## src/rtl/mux_scan_ctrl.sv

```systemverilog
// mux_scan_ctrl: steps the select lines of an external 4:1 mux over the
// enabled channels, waits dwell+1 cycles on each, samples the mux output
// and presents the assembled word as a frame with a valid/ready handshake.
//
// state  | meaning
// IDLE   | S parked at 0, waiting for en with a non-empty channel mask
// SETTLE | S on one channel, counting settle cycles, sampling Y_in at the end
// HOLD   | frame valid, waiting for the consumer to accept it
module mux_scan_ctrl #(
  parameter int DW_W = 4
) (
  input  logic            clk,
  input  logic            rst,
  input  logic            en,
  input  logic [3:0]      chan_mask,
  input  logic [DW_W-1:0] dwell,
  output logic [1:0]      S,
  input  logic            Y_in,
  output logic [3:0]      frame,
  output logic            frame_valid,
  input  logic            frame_ready,
  output logic            busy,
  output logic [7:0]      frame_cnt
);

  typedef enum logic [1:0] {
    IDLE   = 2'd0,
    SETTLE = 2'd1,
    HOLD   = 2'd2
  } state_t;

  state_t          state_q, state_d;
  logic [3:0]      mask_q, mask_d;
  logic [DW_W-1:0] dwell_q, dwell_d;
  logic [DW_W-1:0] cnt_q, cnt_d;
  logic [3:0]      shadow_q, shadow_d;
  logic [1:0]      s_q, s_d;
  logic [3:0]      frame_q, frame_d;
  logic            fv_q, fv_d;
  logic            busy_q, busy_d;
  logic [7:0]      fcnt_q, fcnt_d;

  logic            start_ok;
  logic            do_start;
  logic [3:0]      sample;
  logic [2:0]      nxt;

  // Index of the lowest set bit (mask assumed non-zero by the caller).
  function automatic logic [1:0] low_bit(input logic [3:0] m);
    logic [1:0] r;
    r = 2'd0;
    for (int i = 3; i >= 0; i--) begin
      if (m[i]) r = i[1:0];
    end
    return r;
  endfunction

  // {found, index} of the next set bit strictly above s.
  function automatic logic [2:0] next_bit(input logic [3:0] m, input logic [1:0] s);
    logic [2:0] r;
    r = 3'd0;
    for (int i = 3; i >= 0; i--) begin
      if (m[i] && (i > int'(s))) r = {1'b1, i[1:0]};
    end
    return r;
  endfunction

  // Next-state and next-output computation for the scan sequencer.
  always_comb begin
    state_d  = state_q;
    mask_d   = mask_q;
    dwell_d  = dwell_q;
    cnt_d    = cnt_q;
    shadow_d = shadow_q;
    s_d      = s_q;
    frame_d  = frame_q;
    fv_d     = fv_q;
    fcnt_d   = fcnt_q;
    do_start = 1'b0;
    start_ok = en && (chan_mask != 4'b0000);
    sample   = shadow_q;
    sample[s_q] = Y_in;
    nxt      = next_bit(mask_q, s_q);

    case (state_q)
      IDLE: begin
        s_d  = 2'd0;
        fv_d = 1'b0;
        if (start_ok) do_start = 1'b1;
      end
      SETTLE: begin
        if (!en) begin
          // abort drops the partial scan; frame and frame_cnt untouched
          state_d  = IDLE;
          s_d      = 2'd0;
          cnt_d    = '0;
          shadow_d = 4'b0000;
        end else if (cnt_q == dwell_q) begin
          if (nxt[2]) begin
            shadow_d = sample;
            s_d      = nxt[1:0];
            cnt_d    = '0;
          end else begin
            shadow_d = sample;
            frame_d  = sample;
            fv_d     = 1'b1;
            state_d  = HOLD;
          end
        end else begin
          cnt_d = cnt_q + 1'b1;
        end
      end
      HOLD: begin
        if (frame_ready) begin
          fcnt_d = fcnt_q + 8'd1;
          fv_d   = 1'b0;
          if (start_ok) begin
            do_start = 1'b1;
          end else begin
            state_d = IDLE;
            s_d     = 2'd0;
          end
        end
      end
      default: begin
        state_d = IDLE;
        s_d     = 2'd0;
        fv_d    = 1'b0;
      end
    endcase

    if (do_start) begin
      state_d  = SETTLE;
      mask_d   = chan_mask;
      dwell_d  = dwell;
      s_d      = low_bit(chan_mask);
      cnt_d    = '0;
      shadow_d = 4'b0000;
      fv_d     = 1'b0;
    end

    busy_d = (state_d == SETTLE);
  end

  // State and output registers with synchronous reset.
  always_ff @(posedge clk) begin
    if (rst) begin
      state_q  <= IDLE;
      mask_q   <= 4'b0000;
      dwell_q  <= '0;
      cnt_q    <= '0;
      shadow_q <= 4'b0000;
      s_q      <= 2'd0;
      frame_q  <= 4'b0000;
      fv_q     <= 1'b0;
      busy_q   <= 1'b0;
      fcnt_q   <= 8'd0;
    end else begin
      state_q  <= state_d;
      mask_q   <= mask_d;
      dwell_q  <= dwell_d;
      cnt_q    <= cnt_d;
      shadow_q <= shadow_d;
      s_q      <= s_d;
      frame_q  <= frame_d;
      fv_q     <= fv_d;
      busy_q   <= busy_d;
      fcnt_q   <= fcnt_d;
    end
  end

  assign S           = s_q;
  assign frame       = frame_q;
  assign frame_valid = fv_q;
  assign busy        = busy_q;
  assign frame_cnt   = fcnt_q;

endmodule
```

## config.mk

```make
export PLATFORM = sky130hd
export DESIGN_NAME = mux_scan_ctrl
export DESIGN_NICKNAME = d
export VERILOG_FILES = /design/src/rtl/mux_scan_ctrl.sv
export SDC_FILE = /design/constraint.sdc
export NUM_CORES = 1
export LEC_CHECK = 0
export BUFFER_PORTS_ARGS = -buffer_cell sky130_fd_sc_hd__buf_2
export CORE_UTILIZATION = 58
export CTS_CLUSTER_DIAMETER = 100
export DETAILED_ROUTE_END_ITERATION = 8
export HOLD_SLACK_MARGIN = 0.15
export PLACE_DENSITY_LB_ADDON = 0.12
export SLEW_MARGIN = 20
export SYNTH_ARGS = -nofsm -noshare
export SYNTH_HDL_FRONTEND = slang
export SYNTH_SLANG_ARGS = --single-unit
```

## constraint.sdc

```tcl
create_clock -name clk -period 5.15 [get_ports clk]
set_clock_uncertainty 0.05 [all_clocks]
set_input_delay 1.2875 -clock clk [delete_from_list [all_inputs] [get_ports clk]]
set_output_delay 1.2875 -clock clk [all_outputs]
set_load 0.1 [all_outputs]
```

# Word level (Yosys, flattened, before mapping)

Cells that the tools add are included.

Bitwise logic cells: 1
Reductions and logical operators: 14
$lt $le $gt $ge: 5
Equality and inequality tests: 14
Add/subtract/negate cells: 2
Muxes and demuxes: 37

Operators with widths:

| cell                | number |
|---|---|
| $mux 2              | 16 |
| $mux 4              | 5 |
| $reduce_and 4->1    | 3 |
| $mux 3              | 3 |
| $ne 3x3->1 const B  | 3 |
| $add 8x1->8 const B | 1 |
| $ne 2x2->1 const B  | 4 |
| $ne 4x4->1 const B  | 2 |
| $mux 1              | 7 |
| $pmux 2 s3          | 1 |
| $reduce_and 2->1    | 3 |
| $logic_and 1x1->1   | 5 |
| $add 4x1->4 const B | 1 |
| $bwmux 4            | 1 |
| $eq 2x1->1 const B  | 2 |
| $eq 4x4->1          | 1 |
| $gt 2x2->1 const A  | 2 |
| $pmux 1 s2          | 2 |
| $pmux 2 s2          | 1 |
| $reduce_bool 4->1   | 1 |
| $lt 2x3->1 const B  | 1 |
| $demux 1 s2         | 1 |
| $eq 2x2->1 const B  | 1 |
| $ge 2x1->1 const B  | 1 |
| other kinds (5)     | 5 |

Input port bits: 13
Logic and storage cells: 83
Output and inout port bits: 16
Bits in registers: 34

# Depth between registers and ports, before layout

Gate-level depths: netlist of run 1.

Word-level depth: 11
Depth in mapped cells: 7
Mapped depth without buffers: 5

# Worst setup path before layout of run 1

OpenSTA, ideal clock, no wires.

Path type: input to register
From: input port en
To: register dwell_q[0]
Data required time: 4.972 ns
Setup slack: 2.625 ns
Path buffers: 2
Stages on the path: 6
Setup time: 0.128 ns
Arrival: 2.347 ns
Path through: buf_2 -> inv_1 -> a2111oi_2 -> buf_4 -> mux2i_1 -> nor2_1

Word-level cells in the longest chain between the ends: 4

Ends and longest elaborated chain:

| what                 | line    | source |
|---|---|---|
| start, declared      | 14      | `input logic en,` |
| $logic_and 1x1->1 *  | 80      | `start_ok = en && (chan_mask != 4'b0000);` |
| $mux 1 *             | 89, 117 |  |
| $mux 1               | 114     | `if (frame_ready) begin` |
| $pmux 1 s2 *         | 85      | `case (state_q)` |
| end signal, assigned | 161     | `dwell_q <= dwell_d;` |
| end, declared        | 34      | `logic [DW_W-1:0] dwell_q, dwell_d;` |

Every way passes the cells marked *; elsewhere a longest branch is shown, timed or not.
A chain may end at the register's enable or synchronous reset.

# Worst setup path after layout of run 1

From: register s_q[1] (netlist: S[1])
To: output port S[1]

RTL lines:

| what                   | line | source |
|---|---|---|
| start, declared        | 37   | `logic [1:0] s_q, s_d;` |
| start signal, assigned | 153  | `s_q <= 2'd0;` |
| start signal, assigned | 164  | `s_q <= s_d;` |
| end, declared          | 17   | `output logic [1:0] S,` |

No word-level cell between the ends.

==> results of run 1 <==
final cells by class:
cell class	instances	area share
repair buffers	29	0.0825
inverters	3	0.00629
flip-flops and latches	33	0.369
multi-input cells	132	0.490
well taps	30	0.0210
clock buffers	7	0.0308
sequential cells by signal (all words and copies together), names as in the netlist:
name         count
dwell_q          4
cnt_q            4
mask_q           3
state_q          2
frame_cnt        8
shadow_q         4
frame            4
frame_valid      1
busy             1
S                2
Yosys cell counts (3+ instances only):
cell type / number / share of area
nor2_1: 40 / 0.094
dfxtp_1: 33 / 0.41
mux2i_1: 12 / 0.075
a21oi_1: 7 / 0.022
nand2_1: 7 / 0.016
xnor2_1: 6 / 0.033
nor2b_1: 5 / 0.020
xor2_1: 5 / 0.027
a22oi_1: 4 / 0.019
clkbuf_1: 4 / 0.0094
nand3_1: 4 / 0.013
nand4_1: 4 / 0.016
nor3_1: 4 / 0.013
a211oi_1: 3 / 0.014
buf_2: 3 / 0.0094
inv_1: 3 / 0.0071
mux2_2: 3 / 0.021
where the power goes:
group,switching [mW],internal (mW)
Combinational,0.0571,0.0275
Clock,0.0845,0.0644
Sequential,0.00718,0.262
Total,0.149,0.354
routing by layer:
layer | vias up | routed length, µm
met5 | - | 0
met4 | 0 | 45
met3 | 5 | 155
met2 | 26 | 1520
met1 | 629 | 1570
li1 | 669 | -
placed cells by master, fill, tap and decap left out, types with 3 or more instances in the layout:
master and instances:
a211oi_1 3, a21oi_1 7, a22oi_1 4, buf_2 28, clkbuf_4 5, dfxtp_1 33, inv_1 3, mux2_2 3
mux2i_1 12, nand2_1 7, nand3_1 4, nand4_1 4, nor2_1 40, nor2b_1 5, nor3_1 4, xnor2_1 6
xor2_1 5
final timing paths:
path                 start        to  slack (ns)  cells past startpoint
setup / recovery      S[1]      S[1]        2.45                      1
hold / removal    frame[3]  frame[3]        0.45                      2
setup reg to reg  cnt_q[0]  frame[1]        2.98                      5
hold reg to reg   frame[3]  frame[3]        0.45                      2
stage by stage:
| step | setup WS, ns | hold slack [ns] | util | area (µm²) | power (mW) |
|---|---|---|---|---|---|
| floorplan | 2.63 | 0.406 | - | 1590 | 0.343 |
| global placement | 2.48 | 0.423 | 0.681 | 1730 | 0.357 |
| detailed placement | 2.43 | 0.432 | 0.681 | 1730 | 0.359 |
| CTS | 2.46 | 0.456 | 0.703 | 1790 | 0.508 |
| global route | 2.39 | 0.477 | 0.703 | 1790 | 0.523 |
| finish | 2.45 | 0.452 | 0.703 | 1790 | 0.503 |
cell families after synthesis:
family | synth area share
and+or+nand+nor | 0.247
DFF | 0.414
AOI/OAI and AO/OA | 0.130
muxes | 0.0965
buffers and inverters | 0.0353
xor gates and xnor gates | 0.0604
adders and majority gates | 0.0157
==> metrics.txt, run 1 <==
PortBufs=28; DP Cell Count=227; Largest stage delay, worst path=0.53 ns; DPL Wire Length=2350 µm; crit path buf inv count=1; PwrDens=281 nW/µm²; number of synthesized flops with an enable pin=0; routed vias=1329; Clk pin slew, worst setup/hold paths=0.10 ns; CP Class=flip-flop to output pin; post-route insts no fill=234; Post-DRT Antenna Nets=0; GR Layer Usage met2=0.392; Area Growth Syn to Fin=12.2%; CTS buffer count=5; P_leak=0.747 nW; drt first pass iters=4; hold buffer count at CTS=0; Mapped Area=1590 µm²; met1 Use GR=0.310; Synth Flop Type=dfxtp_1; Core Area=2540 µm²; final setup fails=0; most used routing layer=met2; die height=54.4 µm; postcts setup bufs=0; Worst setup EP type=output pin; slowest CP cell=dfxtp_1; ANT cells=0; Final Hold Viols=0; I/O pin count=29; synthesized flop and latch total=33; synth warn=0; # rows=18; layout cells sized above 1=0.230; TNS Setup=0 ns; total detailed-routing wirelength=3300 µm; outcome=finished clean; first-pass GRT wire length=5100 µm; Critical Path Start Type=flip-flop; gp weighted congestion=0.785; Worst Path Max Fanout=11; DIE AREA=2960 µm²; multi-input combinational cell area=877 µm²; Root Driver=clkbuf_4; post-synthesis cell type count=39; die span in x=54.4 µm; WL/cell=14.1 µm; CTS max path bufs=2; Iteration-0 DRC Markers=24; CTS sink cnt=33; post-layout minimum cycle time=2.70 ns; Initial Utilization=0.626; vias in the first global route=1141; Worst Hold Class=flip-flop to flip-flop; H-tree depth=2; f_max=370 MHz; # resized after CTS=0; CP Data Required Time=3.81 ns; clock latency on the worst-skew pair=0.34 ns; Tot GR Track Use=0.248; DR vias/cell=5.68; FF/Latch Area=661 µm²; ordered list of cells on the worst path=buf_2; Max IR drop VDD=305 µV; RSZ-0062 raised after global routing=no; count of pins over their slew limit=0; largest net degree at the start of global routing=27; cell count after synthesis=177; sequential-to-total area share from yosys stat=0.414; Slew @ Worst Pin=0.593 ns; GRT Residual Overflow=0; Syn Area/Cell=9.01 µm²; max_slew headroom=0.603; Mapped Nets=192; Final Cycle Share=0.524; CP Data Arrival Time=1.36 ns; Nets=219; antenna violations before repair=0; Top Family by Delay on Critical Path=flip-flops; Max Cap Viol=0; Global Route met3 Usage=0.0861; drt drc=0; Async SR Flop Fraction=0; # fillers=215; CTS tree=built
(Power assumes the default switching activity.)
==> run 2, diff against run 1 <==
--- a/config.mk
+++ b/config.mk
@@ -5,8 +5,9 @@
 export SDC_FILE = /design/constraint.sdc
 export NUM_CORES = 1
 export LEC_CHECK = 0
+export ABC_AREA = 1
 export BUFFER_PORTS_ARGS = -buffer_cell sky130_fd_sc_hd__buf_2
-export CORE_UTILIZATION = 58
+export CORE_UTILIZATION = 55
 export CTS_CLUSTER_DIAMETER = 100
 export DETAILED_ROUTE_END_ITERATION = 8
 export HOLD_SLACK_MARGIN = 0.15
==> constraint.sdc (replaced) <==
create_clock -name clk -period 2.8 [get_ports clk]
set_clock_uncertainty 0.05 [all_clocks]
set_input_delay 0.7 -clock clk [delete_from_list [all_inputs] [get_ports clk]]
set_output_delay 0.7 -clock clk [all_outputs]
set_load 0.1 [all_outputs]
==> metrics.txt, run 2 <==
outcome=finished clean; PwrDens=514 nW/µm² (+83%); Worst Path Max Fanout=7 (-4); fin area=1890 µm² (+5.4%); multi-input combinational cell area=863 µm² (-1.6%); RSZ-0062 raised after global routing=no; CP Data Arrival Time=1.26 ns (-0.10 ns); f_max=498 MHz; ordered list of cells on the worst path=buf_2; DIE AREA=3240 µm² (+9.2%); Largest stage delay, worst path=0.47 ns (-0.06 ns); ANT cells=0 (unchanged); CTS buffer count=5 (unchanged); DR vias/cell=5.17 (-9.0%); crit path buf inv count=1 (unchanged); Initial Utilization=0.591 (-0.0358); routed vias=1566 (+18%); Core Area=2810 µm² (+10%); post-route insts no fill=303 (+29%); Final Cycle Share=0.717; P_leak=0.899 nW (+20%); GRT Residual Overflow=0 (unchanged); DP Cell Count=296 (+30%); worst r2r dst=frame[2]; Worst Hold End=frame_valid; Iteration-0 DRC Markers=88 (+270%); reg2reg start=S[1]; sequential-to-total area share from yosys stat=0.399 (-0.0157); top-count cell post-synth=nand2_1; # resized after CTS=0 (unchanged); postcts setup bufs=0 (unchanged); commonest non-fill, non-tap cell in the layout=nand2_1; final setup fails=0 (unchanged); synth warn=0 (unchanged); Yosys top cell by area=dfxtp_1; FF/Latch Area=661 µm² (unchanged); DPL Wire Length=2630 µm (+12%); PortBufs=28 (unchanged); CTS max path bufs=2 (unchanged); CTS sink cnt=33 (unchanged); Top Family by Delay on Critical Path=buffers and inverters; largest cells by area after synthesis=dfxtp_1 (40%), nand2_1 (13%), a21oi_1 (8.5%); post-layout minimum cycle time=2.01 ns; max reg flops=8 (unchanged); vias in the first global route=1428 (+25%); hold buffer count at CTS=0 (unchanged); most frequent cells in the layout=nand2_1 (58), dfxtp_1 (33), a21oi_1 (28), buf_2 (28), nor2_1 (26); Max Cap Viol=0 (unchanged); max_slew headroom=0.675 (+0.0713); Placed Area=1830 µm² (+5.6%); Mapped Nets=254 (+32%); Synth Flop Type=dfxtp_1; Mapped Area=1660 µm² (+3.9%); CP Data Required Time=2.05 ns (-1.76 ns); # fillers=265 (+23%); drt first pass iters=4 (unchanged); cell count after synthesis=239 (+35%); first-pass GRT wire length=6300 µm (+24%); synthesized flop and latch total=33 (unchanged); count of pins over their slew limit=0 (unchanged); Async SR Flop Fraction=0 (unchanged); Root Driver=clkbuf_4; largest net degree at the start of global routing=16 (-41%); Max IR drop VDD=359 µV (+18%); WL/cell=11.5 µm (-19%); Nets=287 (+31%); layout cells sized above 1=0.199 (-0.0319); Clk pin slew, worst setup/hold paths=0.10 ns (about the same); clock latency on the worst-skew pair=0.33 ns (about the same); post-synthesis cell type count=26 (-33%); leading cell types by count after synthesis=nand2_1 (58), dfxtp_1 (33), a21oi_1 (28), nor2_1 (26), inv_1 (25); slowest CP cell=buf_2; Power Total=969 µW (+93%); H-tree depth=2 (unchanged); CTS tree=built; hold path startpoint=frame_valid; Tot GR Track Use=0.249 (+0.00162); Yosys top cell area share=0.399 (-0.0157); gp weighted congestion=0.812 (+3.4%); die span in x=56.9 µm (+4.5%); # rows=19 (+1); TNS Setup=0 ns (unchanged); drt drc=0 (unchanged); Worst Hold Class=flip-flop to flip-flop; Reg2Reg Depth=7 (+2); R2R setup slack=1.23 ns (-1.75 ns); CP Class=flip-flop to output pin; die height=56.9 µm (+4.5%); Slew @ Worst Pin=0.491 ns (-0.102 ns); worst hold path cell count=2 (unchanged); number of synthesized flops with an enable pin=0 (unchanged); total detailed-routing wirelength=3470 µm (+5.3%); Final Hold Viols=0 (unchanged); antenna violations before repair=0 (unchanged); Critical Path Start Type=flip-flop; Worst setup EP type=output pin; Area Growth Syn to Fin=13.8%; I/O pin count=29 (unchanged); Syn Area/Cell=6.93 µm² (-23%); Final Core Density=0.672 (-0.0309); Post-DRT Antenna Nets=0 (unchanged)
## run 2: cell families after synthesis
kind of cell,synth area share
XOR/XNOR,0.0212
AND/OR/NAND/NOR,0.332
AO/OA/AOI/OAI,0.153
buffers and inverters,0.0801
flip-flops,0.399
adder cells (fa/ha/maj),0.0151
## run 2: power by group
| part | switching (mW) | leakage (nW) | internal, mW |
|---|---|---|---|
| clock network | 0.155 | 0.0314 | 0.118 |
| registers | 0.0132 | 0.268 | 0.487 |
| logic | 0.142 | 0.599 | 0.0542 |
## run 2: tightest hold or removal path: cells and delay by family (launching register included)
kind	cells	cell delay [ns]
AO/OA/AOI/OAI	1	0.05
flip-flops	1	0.32
AND/OR/NAND/NOR	1	0.06
## run 2: routing by layer
metal	track usage	routed length, µm
met1	0.356	1790
met2	0.363	1440
met3	0.0599	184
met4	0.0871	57
met5	0	0
## run 2: worst max-delay path by stage
stage,cells after the start,end,slack [ns],startpoint
after floorplan,7,frame[2],0.73,S[1]
after global placement,6,shadow_q[0],0.82,chan_mask[1]
after detailed placement,6,cnt_q[1],0.75,chan_mask[1]
after CTS,1,S[1],0.77,S[1]
after global routing,1,S[1],0.73,S[1]
final,1,S[1],0.79,S[1]
## run 2: area by class of cell
type | count | area share
multi-input cells | 171 | 0.458
inverters | 32 | 0.0637
flip-flops and latches | 33 | 0.350
well taps | 31 | 0.0206
clock buffers | 7 | 0.0292
repair buffers | 29 | 0.0783
## run 2: per-stage QoR
step | hold WS, ns | worst slack [ns]
after floorplan | 0.390 | 0.726
after global placement | 0.395 | 0.820
after CTS | 0.421 | 0.774
after detailed placement | 0.406 | 0.749
final | 0.418 | 0.792
after global routing | 0.447 | 0.735
==> run 3, diff against run 2 <==
==> constraint.sdc (replaced) <==
create_clock -name clk -period 1.99 [get_ports clk]
set_clock_uncertainty 0.05 [all_clocks]
set_input_delay 0.4975 -clock clk [delete_from_list [all_inputs] [get_ports clk]]
set_output_delay 0.4975 -clock clk [all_outputs]
set_load 0.1 [all_outputs]
==> metrics.txt, run 3 (synthesis gave the netlist of run 2 again) <==
RSZ-0062 raised after global routing=no; CTS max path bufs=2 (unchanged); worst hold margin=0.365 ns (-0.0530 ns); hold path startpoint=dwell[1]; post-layout minimum cycle time=1.79 ns; Post-DRT Antenna Nets=0 (unchanged); die height=56.9 µm (unchanged); max_slew headroom=0.678 (+0.00305); outcome=finished clean; # fillers=235 (-11%); dpl ws=0.373 ns (-0.375 ns); Worst setup EP type=output pin; ordered list of cells on the worst path=buf_2; ANT cells=0 (unchanged); PortBufs=28 (unchanged); crit path buf inv count=1 (unchanged); Max Cap Viol=0 (unchanged); Final WS setup=0.198 ns (-0.594 ns); commonest non-fill, non-tap cell in the layout=nand2_1; clock latency on the worst-skew pair=0.35 ns (+0.02 ns); CP Data Arrival Time=1.24 ns (-0.02 ns); Initial Utilization=0.591 (unchanged); Slew @ Worst Pin=0.487 ns (-0.00461 ns); CP Data Required Time=1.44 ns (-0.61 ns); drt drc=0 (unchanged); largest net degree at the start of global routing=12 (-4); DIE AREA=3240 µm² (unchanged); Final Hold Viols=0 (unchanged); GRT Residual Overflow=0 (unchanged); # resized after CTS=0 (unchanged); Crit. Startpoint=frame_cnt[4]; layout cells sized above 1=0.215 (+0.0160); count of pins over their slew limit=0 (unchanged); Top Family by Delay on Critical Path=buffers and inverters; Worst Hold Class=input port to flip-flop; Final Cycle Share=0.901; Area Growth Syn to Fin=16.7%; Worst Path Max Fanout=7 (unchanged); # rows=19 (unchanged); DR vias/cell=5.11 (-1.0%); Reg2Reg Depth=7 (unchanged); max reg flops=8 (unchanged); worst hold path cell count=3 (+1); P_leak=0.924 nW (+2.7%); final setup fails=0 (unchanged); most frequent cells in the layout=nand2_1 (58), dfxtp_1 (31), a21oi_1 (28), buf_2 (28), nor2_1 (26); DPL Wire Length=2590 µm (-1.6%); drt first pass iters=4 (unchanged); PwrDens=787 nW/µm² (+53%); gp weighted congestion=0.840 (+3.4%); CTS sink cnt=33 (unchanged); Nets=289 (+0.70%); postcts setup bufs=0 (unchanged); I/O pin count=29 (unchanged); Core Area=2810 µm² (unchanged); Iteration-0 DRC Markers=84 (-4.5%); R2R setup slack=0.49 ns (-0.74 ns); worst r2r dst=frame[2]; Worst Hold End=dwell_q[1]; CTS tree=built; antenna violations before repair=0 (unchanged); post-route insts no fill=306 (+0.99%); Clk pin slew, worst setup/hold paths=0.11 ns (about the same); slowest CP cell=buf_2; H-tree depth=2 (unchanged); vias in the first global route=1379 (-3.4%); CTS buffer count=5 (unchanged); Largest stage delay, worst path=0.46 ns (about the same); Root Driver=clkbuf_4; Max IR drop VDD=491 µV (+37%); die span in x=56.9 µm (unchanged); Power Total=1.52 mW (+57%); Critical Path Start Type=flip-flop; total detailed-routing wirelength=3490 µm (+0.49%); DP Cell Count=298 (+0.68%); first-pass GRT wire length=5930 µm (-5.9%); TNS Setup=0 ns (unchanged); WL/cell=11.4 µm (-0.50%); CP Class=flip-flop to output pin; hold buffer count at CTS=0 (unchanged); reg2reg start=S[1]; Tot GR Track Use=0.243 (-0.00590); f_max=558 MHz; routed vias=1565 (-0.064%)
==> run 3: where the power goes <==
part	internal (mW)	switching [mW]	total, mW
combinational	0.0800	0.203	0.283
clock	0.300	0.235	0.535
sequential	0.685	0.0182	0.704
==> run 3: routing by layer <==
metal,track usage,vias up,wire length (µm)
li1,-,845,-
met1,0.337,666,1760
met2,0.350,49,1480
met3,0.0484,5,188
met4,0.136,0,63
met5,0,-,0
==> run 3: cell type report <==
class	instances	area [µm²]	area share
Inverter	32	120	0.0621
Tap cell	31	38.8	0.0201
Timing Repair Buffer	31	163	0.0841
Sequential cell	33	663	0.343
Clock inverter	1	30.0	0.0155
Multi-Input combinational cell	171	863	0.447
Clock buffer	7	55.1	0.0285
==> run 3: worst max-delay path by stage <==
stage	endpoint	slack, ns	cells past startpoint
2_1_floorplan	frame_cnt[6]	0.03	6
3_3_place_gp	shadow_q[2]	0.39	6
3_5_place_dp	frame_cnt[6]	0.37	8
4_1_cts	frame_cnt[4]	0.18	1
5_1_grt	frame_cnt[4]	0.14	1
6_report	frame_cnt[4]	0.20	1
==> run 3: stage by stage <==
stage | instance area [µm²] | util
after floorplan | 1660 | -
after global placement | 1850 | 0.659
after detailed placement | 1850 | 0.659
after CTS | 1930 | 0.689
after global routing | 1930 | 0.689
final | 1930 | 0.689
